==> src/rtl/instr_sequencer_if.sv <==
// Control/strobe bundle between the instruction sequencer and the CPU datapath.
// The slave modport is the sequencer side; master is the datapath/IR side.
interface instr_sequencer_if #(
  parameter int unsigned CNT_W = 16
);
  logic             ena;
  logic [2:0]       opcode;
  logic             zero;
  logic             inc_pc;
  logic             load_pc;
  logic             load_ir;
  logic             load_acc;
  logic             rd;
  logic             wr;
  logic             datactl_ena;
  logic             alu_en;
  logic             halt;
  logic             retire;
  logic [CNT_W-1:0] instr_cnt;
  logic [3:0]       state;

  modport master (
    output ena, opcode, zero,
    input  inc_pc, load_pc, load_ir, load_acc, rd, wr, datactl_ena,
           alu_en, halt, retire, instr_cnt, state
  );

  modport slave (
    input  ena, opcode, zero,
    output inc_pc, load_pc, load_ir, load_acc, rd, wr, datactl_ena,
           alu_en, halt, retire, instr_cnt, state
  );
endinterface

==> src/rtl/instr_sequencer.sv <==
// Fixed 8-state fetch/execute controller for the 8-bit accumulator CPU.
// Strobes decode the registered state/opcode/zero; also counts retired instructions.
module instr_sequencer #(
  parameter int unsigned CNT_W = 16
) (
  input  logic              clk,
  input  logic              reset,
  instr_sequencer_if.slave  bus
);

  typedef enum logic [3:0] {
    S_IDLE = 4'd0,
    S_F0   = 4'd1,
    S_F1   = 4'd2,
    S_F2   = 4'd3,
    S_E3   = 4'd4,
    S_E4   = 4'd5,
    S_E5   = 4'd6,
    S_E6   = 4'd7,
    S_E7   = 4'd8,
    S_HALT = 4'd9
  } state_e;

  localparam logic [2:0] OP_HLT  = 3'b000;
  localparam logic [2:0] OP_SKZ  = 3'b001;
  localparam logic [2:0] OP_ADD  = 3'b010;
  localparam logic [2:0] OP_ANDD = 3'b011;
  localparam logic [2:0] OP_XORR = 3'b100;
  localparam logic [2:0] OP_LDA  = 3'b101;
  localparam logic [2:0] OP_STO  = 3'b110;
  localparam logic [2:0] OP_JMP  = 3'b111;

  state_e           state_q, state_d;
  logic [2:0]       op_q, op_d;
  logic             zero_q, zero_d;
  logic [CNT_W-1:0] cnt_q, cnt_d;

  logic inc_pc_c, load_pc_c, load_ir_c, load_acc_c, rd_c, wr_c;
  logic datactl_ena_c, alu_en_c, halt_c, retire_c;
  logic mem_op_c, is_sto_c, is_jmp_c, is_skz_c;

  // Operand-fetching ops read memory in E4..E6 and load the accumulator in E5.
  assign mem_op_c = (op_q == OP_ADD) || (op_q == OP_ANDD) ||
                    (op_q == OP_XORR) || (op_q == OP_LDA);
  assign is_sto_c = (op_q == OP_STO);
  assign is_jmp_c = (op_q == OP_JMP);
  assign is_skz_c = (op_q == OP_SKZ);

  // Next-state and strobe decode
  always_comb begin
    state_d       = state_q;
    op_d          = op_q;
    zero_d        = zero_q;
    cnt_d         = cnt_q;
    inc_pc_c      = 1'b0;
    load_pc_c     = 1'b0;
    load_ir_c     = 1'b0;
    load_acc_c    = 1'b0;
    rd_c          = 1'b0;
    wr_c          = 1'b0;
    datactl_ena_c = 1'b0;
    alu_en_c      = 1'b0;
    halt_c        = 1'b0;
    retire_c      = 1'b0;

    unique case (state_q)
      S_IDLE: begin
        if (bus.ena) state_d = S_F0;
      end
      S_F0: begin
        rd_c      = 1'b1;
        load_ir_c = 1'b1;
        state_d   = S_F1;
      end
      S_F1: begin
        rd_c      = 1'b1;
        load_ir_c = 1'b1;
        inc_pc_c  = 1'b1;
        state_d   = S_F2;
      end
      S_F2: begin
        op_d    = bus.opcode;
        state_d = S_E3;
      end
      S_E3: begin
        if (op_q == OP_HLT) begin
          halt_c  = 1'b1;
          state_d = S_HALT;
        end else begin
          inc_pc_c = 1'b1;
          state_d  = S_E4;
        end
      end
      S_E4: begin
        alu_en_c      = 1'b1;
        rd_c          = mem_op_c;
        load_pc_c     = is_jmp_c;
        datactl_ena_c = is_sto_c;
        zero_d        = bus.zero;
        state_d       = S_E5;
      end
      S_E5: begin
        rd_c          = mem_op_c;
        load_acc_c    = mem_op_c;
        wr_c          = is_sto_c;
        datactl_ena_c = is_sto_c;
        load_pc_c     = is_jmp_c;
        inc_pc_c      = is_jmp_c || (is_skz_c && zero_q);
        state_d       = S_E6;
      end
      S_E6: begin
        rd_c          = mem_op_c;
        datactl_ena_c = is_sto_c;
        state_d       = S_E7;
      end
      S_E7: begin
        retire_c = 1'b1;
        inc_pc_c = is_skz_c && zero_q;
        if (cnt_q != {CNT_W{1'b1}}) cnt_d = cnt_q + CNT_W'(1);
        state_d  = bus.ena ? S_F0 : S_IDLE;
      end
      S_HALT: begin
        halt_c = 1'b1;
      end
      default: begin
        state_d = S_IDLE;
      end
    endcase
  end

  always_ff @(posedge clk) begin
    if (!reset) begin
      state_q <= S_IDLE;
      op_q    <= 3'd0;
      zero_q  <= 1'b0;
      cnt_q   <= '0;
    end else begin
      state_q <= state_d;
      op_q    <= op_d;
      zero_q  <= zero_d;
      cnt_q   <= cnt_d;
    end
  end

  assign bus.inc_pc      = inc_pc_c;
  assign bus.load_pc     = load_pc_c;
  assign bus.load_ir     = load_ir_c;
  assign bus.load_acc    = load_acc_c;
  assign bus.rd          = rd_c;
  assign bus.wr          = wr_c;
  assign bus.datactl_ena = datactl_ena_c;
  assign bus.alu_en      = alu_en_c;
  assign bus.halt        = halt_c;
  assign bus.retire      = retire_c;
  assign bus.instr_cnt   = cnt_q;
  assign bus.state       = state_q;

endmodule

==> src/flat_wrapper.sv <==
// flat-port wrapper written by rule: the top's interface ports become plain ports
module instr_sequencer_flat 
#(
  parameter int unsigned CNT_W = 16
)
  (clk, reset, bus_ena, bus_opcode, bus_zero, bus_inc_pc, bus_load_pc, bus_load_ir, bus_load_acc, bus_rd, bus_wr, bus_datactl_ena, bus_alu_en, bus_halt, bus_retire, bus_instr_cnt, bus_state);
  instr_sequencer_if #(.CNT_W(CNT_W)) bus_i ();
  input  logic clk;
  input  logic reset;
  input wire logic [$bits(bus_i.ena)-1:0] bus_ena;
  input wire logic [$bits(bus_i.opcode)-1:0] bus_opcode;
  input wire logic [$bits(bus_i.zero)-1:0] bus_zero;
  output wire logic [$bits(bus_i.inc_pc)-1:0] bus_inc_pc;
  output wire logic [$bits(bus_i.load_pc)-1:0] bus_load_pc;
  output wire logic [$bits(bus_i.load_ir)-1:0] bus_load_ir;
  output wire logic [$bits(bus_i.load_acc)-1:0] bus_load_acc;
  output wire logic [$bits(bus_i.rd)-1:0] bus_rd;
  output wire logic [$bits(bus_i.wr)-1:0] bus_wr;
  output wire logic [$bits(bus_i.datactl_ena)-1:0] bus_datactl_ena;
  output wire logic [$bits(bus_i.alu_en)-1:0] bus_alu_en;
  output wire logic [$bits(bus_i.halt)-1:0] bus_halt;
  output wire logic [$bits(bus_i.retire)-1:0] bus_retire;
  output wire logic [$bits(bus_i.instr_cnt)-1:0] bus_instr_cnt;
  output wire logic [$bits(bus_i.state)-1:0] bus_state;
  assign bus_i.ena = bus_ena;
  assign bus_i.opcode = bus_opcode;
  assign bus_i.zero = bus_zero;
  assign bus_inc_pc = bus_i.inc_pc;
  assign bus_load_pc = bus_i.load_pc;
  assign bus_load_ir = bus_i.load_ir;
  assign bus_load_acc = bus_i.load_acc;
  assign bus_rd = bus_i.rd;
  assign bus_wr = bus_i.wr;
  assign bus_datactl_ena = bus_i.datactl_ena;
  assign bus_alu_en = bus_i.alu_en;
  assign bus_halt = bus_i.halt;
  assign bus_retire = bus_i.retire;
  assign bus_instr_cnt = bus_i.instr_cnt;
  assign bus_state = bus_i.state;
  instr_sequencer #(.CNT_W(CNT_W)) u_core (.clk(clk), .reset(reset), .bus(bus_i));
endmodule
==> config.mk <==
export PLATFORM = sky130hd
export DESIGN_NAME = instr_sequencer_flat
export DESIGN_NICKNAME = d
export VERILOG_FILES = /design/src/rtl/instr_sequencer_if.sv /design/src/rtl/instr_sequencer.sv /design/src/flat_wrapper.sv
export SDC_FILE = /design/constraint.sdc
export NUM_CORES = 1
export LEC_CHECK = 0
export ABC_AREA = 1
export CAP_MARGIN = 20
export CORE_ASPECT_RATIO = 1.4
export CORE_MARGIN = 1.5
export CORE_UTILIZATION = 30
export CTS_CLUSTER_SIZE = 12
export DETAILED_ROUTE_END_ITERATION = 7
export PLACE_DENSITY = 0.64
export SLEW_MARGIN = 40
export SYNTH_ARGS = -nofsm -noshare
export SYNTH_HDL_FRONTEND = slang
export SYNTH_SLANG_ARGS = --single-unit
==> constraint.sdc <==
create_clock -name clk -period 2.2 [get_ports clk]
set_clock_uncertainty 0.1 [all_clocks]
set_input_delay 0.22 -clock clk [delete_from_list [all_inputs] [get_ports clk]]
set_output_delay 0.22 -clock clk [all_outputs]
set_load 0.01 [all_outputs]
==> impl_results.md, run 1 <==
- Num CTS Buffers: 3
- Share of layout cells above drive strength 1: between 10% and 20%
- Hold crit path type: primary input to flip-flop
- Clock latency on the worst-skew pair: between 0.2 and 0.3 ns
- Area delta synth->final: 35.5%
- Fin crit period: just over 2 ns
- IO Port Bufs: 36
- Total Routing Usage GR: approximately 16%
- DIE AREA: 5250 um2
- Die X: between 60 and 70 um
- Row cnt: 29
- GPL Wtd Cong: ~0.86
- Post-Syn Area per Cell: between 6 and 7 um2
- Post-synth EDFFs: 0
- Vias after detailed routing: around 1500
- Area of the mapped netlist: roughly 1400 um2
- YS warnings: 0
- Share of Yosys cell area claimed by the top area cell type: 33.2%
- First-pass GRT wire length: ~6300 um
- Status: finished clean
- Final Non-Filler Cells: between 300 and 400
- CTS Sinks: 24
- Vias in the first global route: around 1500
- Max Buffers Root-to-Sink: 2
- Detail Placement HPWL: 2830 um
- Async SR Flop Fraction: 0%
- WP data arrival: roughly 1.8 ns
- Max Freq: ~480 MHz
- Top FF cell, synth: dfxtp_1
- CTS tree: yes
- Postcts setup bufs: 0
- Clk pwr share: roughly two fifths
- Nets: 275
- Most area-consuming cells after synthesis: dfxtp_1 33%, nand2_1 16%, nor2_1 11%, inv_1 6.5%, a21oi_2 6.1%
- Seq pwr share: 46.3%
- Power density over the cells: 510 nW/um2
- Critical path class: flip-flop to primary output
- Initial drt markers: 29
- H-tree depth: 1
- Post-Place Setup Slack: between 0.3 and 0.4 ns
- Yosys top cell by area: dfxtp_1
- First-pass iteration count of the detailed router: 4
- Final routed DRC violation total: 0
- Wire per inst: about 11 um
- Post-synthesis sequential area ratio: 33.2%
- Most numerous cell in the Yosys netlist: nand2_1
- GRT overflow: 0
- Initial Util: roughly a third
- Max Cap Viol: 0
- Crit path capture type: primary output
- Leak Pwr: roughly 0.75 nW
- Area occupied by multi-input gates: between 800 and 900 um2
- Synth cell count leaders: 63 x nand2_1, 44 x nor2_1, 25 x inv_1
- Register area: roughly 480 um2
- Gate Count Post-Synth: between 200 and 250
- Worst-margin pin slew: between 0.3 and 0.4 ns
- Pint: between 0.7 and 0.8 mW
- Final period utilization: 94.0%
- Reg clk slew, reported paths: ~0.090 ns
- Flip-flop and latch count after synthesis: 24
- Largest net degree at the start of global routing: 18
- Number of routed nets with antenna violations: 0
- Data required time of the worst path: 1.88 ns
- Max-slew violations: 0
- Worst Path Max Fanout: 6
- Hold Vio Cnt, Final: 0
- Root buf cell: clkbuf_8
- Initial antenna violation count: 0
- Placed cells: about 320
- Final Worst Setup Slack: between 0.1 and 0.15 ns
- Rel. slew slack: 74.6%
- IO Pins: 37
- Final setup violation count: 0
- Ant diodes: 0
- CP Launch Type: flip-flop
- Max IR drop VDD: 292 uV
- Vias per inst: roughly 4.6
- Fillers: 500
- Routed WL: approximately 3600 um
- Hold WS: ~0.43 ns
- Sw frac: between 20% and 30%
- Die height: between 80 and 90 um
- Post-Syn Nets: about 240
- NetSw: approximately 0.24 mW
- Post-synth cell types: 23
- Comb power frac: approximately 15%
- Core area: about 4600 um2
==> worst max-delay path, stage by stage (launching register included) <==
cell,delay [ns]
dfxtp_1,0.43
nand2_2,0.13
nor3_2,0.21
inv_1,0.08
nor2_1,0.09
clkdlybuf4s50_1,0.54
==> per-stage QoR <==
step	power, mW	setup TNS (ns)	cell area [um2]	utilization (%)
finish	0.999	0	1960	42.8
global route	1.05	-0.0162	1960	42.8
CTS	1.01	0	1940	42.4
detailed placement	0.617	0	1870	40.9
global placement	0.616	0	1870	40.9
floorplan	0.544	0	1450	-
==> routing by layer <==
metal  part of all wire [%]  wire length [um]  global-route usage, %  vias up
li1                       -                 -                      -      798
met1                     40              1430                   16.9      680
met2                     53              1920                   28.2       36
met3                    5.3               191                   3.35        5
met4                    1.4                51                   5.22        0
met5                      0                 0                      0        -
==> registers in the layout, indices dropped and copies added (netlist names) <==
name / count
u_core.zero_q: 1
u_core.bus.state: 4
u_core.bus.instr_cnt: 16
u_core.op_q: 3
==> path summary, 6_finish.rpt <==
check                          startpoint                       end  slack [ns]  cells after the start
hold reg to reg   u_core.bus.instr_cnt[1]   u_core.bus.instr_cnt[1]        0.44                      2
hold / removal              bus_opcode[1]            u_core.op_q[1]        0.43                      3
setup reg to reg  u_core.bus.instr_cnt[0]  u_core.bus.instr_cnt[14]        0.47                      8
setup / recovery      u_core.bus.state[2]                    bus_wr        0.13                      5
==> power by group through the flow <==
stage	clock network [mW]	logic, mW	registers (mW)
6_report	0.390	0.147	0.462
5_1_grt	0.425	0.162	0.465
4_1_cts	0.401	0.148	0.460
3_5_place_dp	0	0.147	0.470
3_3_place_gp	0	0.146	0.470
2_1_floorplan	0	0.0731	0.471
==> cell families (layout without fill, tap and decap cells) <==
family / count (synthesis) / in the layout / synth area share [%]
AOI/OAI and AO/OA: 25 / 25 / 11.9
xor gates and xnor gates: 6 / 6 / 3.64
DFF: 24 / 24 / 33.2
adders and majority gates: 1 / 1 / 0.866
and+or+nand+nor: 140 / 140 / 40.7
buffers and inverters: 32 / 70 / 9.61
==> final cells by class <==
type,count,area share [%]
timing repair buffer,39,19.7
sequential,24,24.6
multi-input combinational,172,42.9
clock buffer,3,2.11
inverter,27,5.18
tap,62,3.96
clock inverter,1,1.53
==> timing repair <==
item,4_1_cts,5_1_grt
setup endpoints to repair,0,6
hold buffers,0,0
gates resized for setup,0,6
==> cell usage in the layout (no fill, tap or decap), types with 4 or more instances in the layout <==
cell and count:
nand2_1 61, nor2_1 44, clkdlybuf4s50_1 35, inv_1 25
dfxtp_1 23, nand3_1 16, a21oi_2 10, o21ai_0 7
nand4_1 6, nand2_2 5, xor2_1 4, a21oi_1 4
Power figures use the tool's default switching activity.
==> inputs of run 2 (changes only) <==
Settings changed: PLACE_DENSITY 0.64 to 0.66.
Clock period 2.2 ns to 1.9 ns, I/O delays scaled along.
==> run 2 against run 1 <==
Sequential share of layout area down 0.18 points. Final cell count rose by 1.5%. Worst setup slack worse by 0.17 ns. Critical endpoint unchanged. Critical path type unchanged. The flow now finishes with violations (setup timing). Power is 6.4% higher. Clock-buffer cell count is 1 higher. Largest cell class unchanged. Clock power fell by 9.0%. First-iteration DRC count is 130% higher. Critical path depth grew 1. Global-route usage is 0.43 points higher. Largest power group unchanged. Final area rose by 2.0%. Hold slack lost 0.043 ns.
==> impl_results.md, run 2 (same netlist as run 1, synthesis figures left out) <==
- First-pass iteration count of the detailed router: 4 (unchanged)
- Hold Path Origin: u_core.bus.state[3]
- Hold Vio Cnt, Final: 0 (unchanged)
- Worst Path Max Fanout: 6 (unchanged)
- Postcts setup bufs: 0 (unchanged)
- RSZ-0062 raised after global routing: true
- Max-slew violations: 0 (unchanged)
- Core area: 4570 um2 (unchanged)
- Hold WS: 0.391 ns (-0.0429 ns)
- Fin crit period: 1.94 ns
- IO Port Bufs: 36 (unchanged)
- Max Buffers Root-to-Sink: 2 (unchanged)
- R2R depth: 8 (unchanged)
- Data required time of the worst path: 1.61 ns (-0.27 ns)
- Initial drt markers: 66 (+130%)
- WP data arrival: 1.65 ns (-0.10 ns)
- DIE AREA: 5250 um2 (unchanged)
- Num CTS Buffers: 3 (unchanged)
- Nets: 280 (+1.8%)
- Number of routed nets with antenna violations: 0 (unchanged)
- Max IR drop VDD: 303 uV (+3.5%)
- Max Freq: 516 MHz
- CP Launch Type: flip-flop
- Die X: 61.7 um (unchanged)
- CTS tree: yes
- Wire per inst: 11.3 um (+3.3%)
- Die height: 85.1 um (unchanged)
- Initial Util: 31.6% (unchanged)
- Final setup TNS: -0.0597 ns (-0.0597 ns)
- R2R Setup Slk: 0.30 ns (-0.17 ns)
- Status: finished, violations left
- Most frequent cells in the layout: 62 x nand2_1, 43 x nor2_1, 28 x clkdlybuf4s50_1
- CTS Sinks: 24 (unchanged)
- Largest net degree at the start of global routing: 18 (unchanged)
- Failing checks: setup timing
- Leak Pwr: 0.849 nW (+14%)
- Commonest non-fill, non-tap cell in the layout: nand2_1
- Critical path class: flip-flop to primary output
- Vias after detailed routing: 1563 (+2.9%)
- Final period utilization: 102%
- FF-to-FF End: u_core.bus.instr_cnt[14]
- Total Routing Usage GR: 15.9% (+0.43 points)
- Worst-margin pin slew: 0.377 ns (-0.00354 ns)
- Rel. slew slack: 74.8% (+0.24 points)
- Max Cap Viol: 0 (unchanged)
- Final routed DRC violation total: 0 (unchanged)
- GPL Wtd Cong: 0.944 (+10%)
- First-pass GRT wire length: 6400 um (+2.0%)
- Final Worst Setup Slack: -0.0364 ns (-0.167 ns)
- Share of layout cells above drive strength 1: 14.8% (+2.7 points)
- Routed WL: 3770 um (+4.9%)
- Detail Placement HPWL: 2890 um (+2.0%)
- Area delta synth->final: 38.3%
- IO Pins: 37 (unchanged)
- Worst Hold End: u_core.bus.state[1]
- Power density over the cells: 532 nW/um2 (+4.3%)
- Max FFs per register: 16 (unchanged)
- Post-CTS Hold Fix Bufs: 0 (unchanged)
- Reg clk slew, reported paths: 0.09 ns (about the same)
- Vias per inst: 4.69 (+1.4%)
- H-tree depth: 1 (unchanged)
- GRT overflow: 0 (unchanged)
- WHS Path Cells: 1 (-2)
- Root buf cell: clkbuf_8
- Hold crit path type: flip-flop to flip-flop
- Vias in the first global route: 1468 (+0.55%)
- Worst reg2reg startpoint: u_core.bus.instr_cnt[0]
- Final setup violation count: 2 (+2)
- Row cnt: 29 (unchanged)
- Crit path capture type: primary output
- Initial antenna violation count: 0 (unchanged)
- Ant diodes: 0 (unchanged)
- Clock latency on the worst-skew pair: 0.27 ns (about the same)
-- run 2: cell types whose count changed in the layout (fill, tap and decap cells not counted), sizes merged --
cell	change
buf	+5
bufinv	-1
clkbuf	+1
clkdlybuf4s15	+1
clkdlybuf4s50	-7
dlygate4sd2	+2
dlymetal6s2s	+4
-- run 2: how the worst max path moves through the flow --
stage / startpoint / endpoint
final: u_core.bus.state[3] / bus_wr
after CTS: u_core.bus.state[1] / bus_halt
after global placement: u_core.bus.state[0] / bus_halt
after global routing: u_core.bus.state[3] / bus_wr
after detailed placement: u_core.bus.state[0] / bus_halt
after floorplan: u_core.bus.instr_cnt[0] / u_core.bus.instr_cnt[10]
-- run 2: layout make-up --
class / instances / area [um2]
sequential: 24 / 488
fill: 492 / 2570
multi-input combinational: 172 / 846
clock buffer: 4 / 55.1
timing repair buffer: 44 / 430
tap: 62 / 77.6
inverter: 27 / 101
-- run 2: what timing repair did --
item | CTS | global route
gates cloned | 0 | 0
setup endpoints to repair | 10 | 8
resized for setup | 8 | 11
-- run 2: layer usage --
layer  wire [um]  track usage, %  up-vias
met5           0               0        -
met4          91            9.09        0
met3         179            2.44        8
met2        1940            27.1       45
met1        1560            18.0      702
li1            -               -      808
-- run 2: critical path, stage by stage, from the launching register on --
cell and delay, ns:
dfxtp_2 0.35, inv_2 0.08, nand2_2 0.09, nor3_2 0.14
inv_1 0.08, nor2_1 0.09, clkdlybuf4s50_1 0.54
-- run 2: report_power, final --
part           total [mW]  leakage, nW  switching (mW)  internal, mW
Sequential          0.539        0.196          0.0211         0.518
Combinational       0.169        0.625          0.0936        0.0752
Clock               0.355       0.0288           0.170         0.185
Total                1.06        0.849           0.285         0.778
-- run 2: metrics by stage --
| stage | cells | setup WS, ns | power (mW) | area (um2) | util, % |
|---|---|---|---|---|---|
| after CTS | 333 | -0.154 | 1.07 | 1970 | 43.1 |
| after global placement | 329 | 0.0911 | 0.713 | 1910 | 41.7 |
| after global routing | 333 | -0.144 | 1.12 | 2000 | 43.7 |
| after floorplan | 228 | 0.252 | 0.630 | 1450 | - |
| after detailed placement | 329 | 0.119 | 0.714 | 1910 | 41.7 |
| final | 333 | -0.0364 | 1.06 | 2000 | 43.7 |
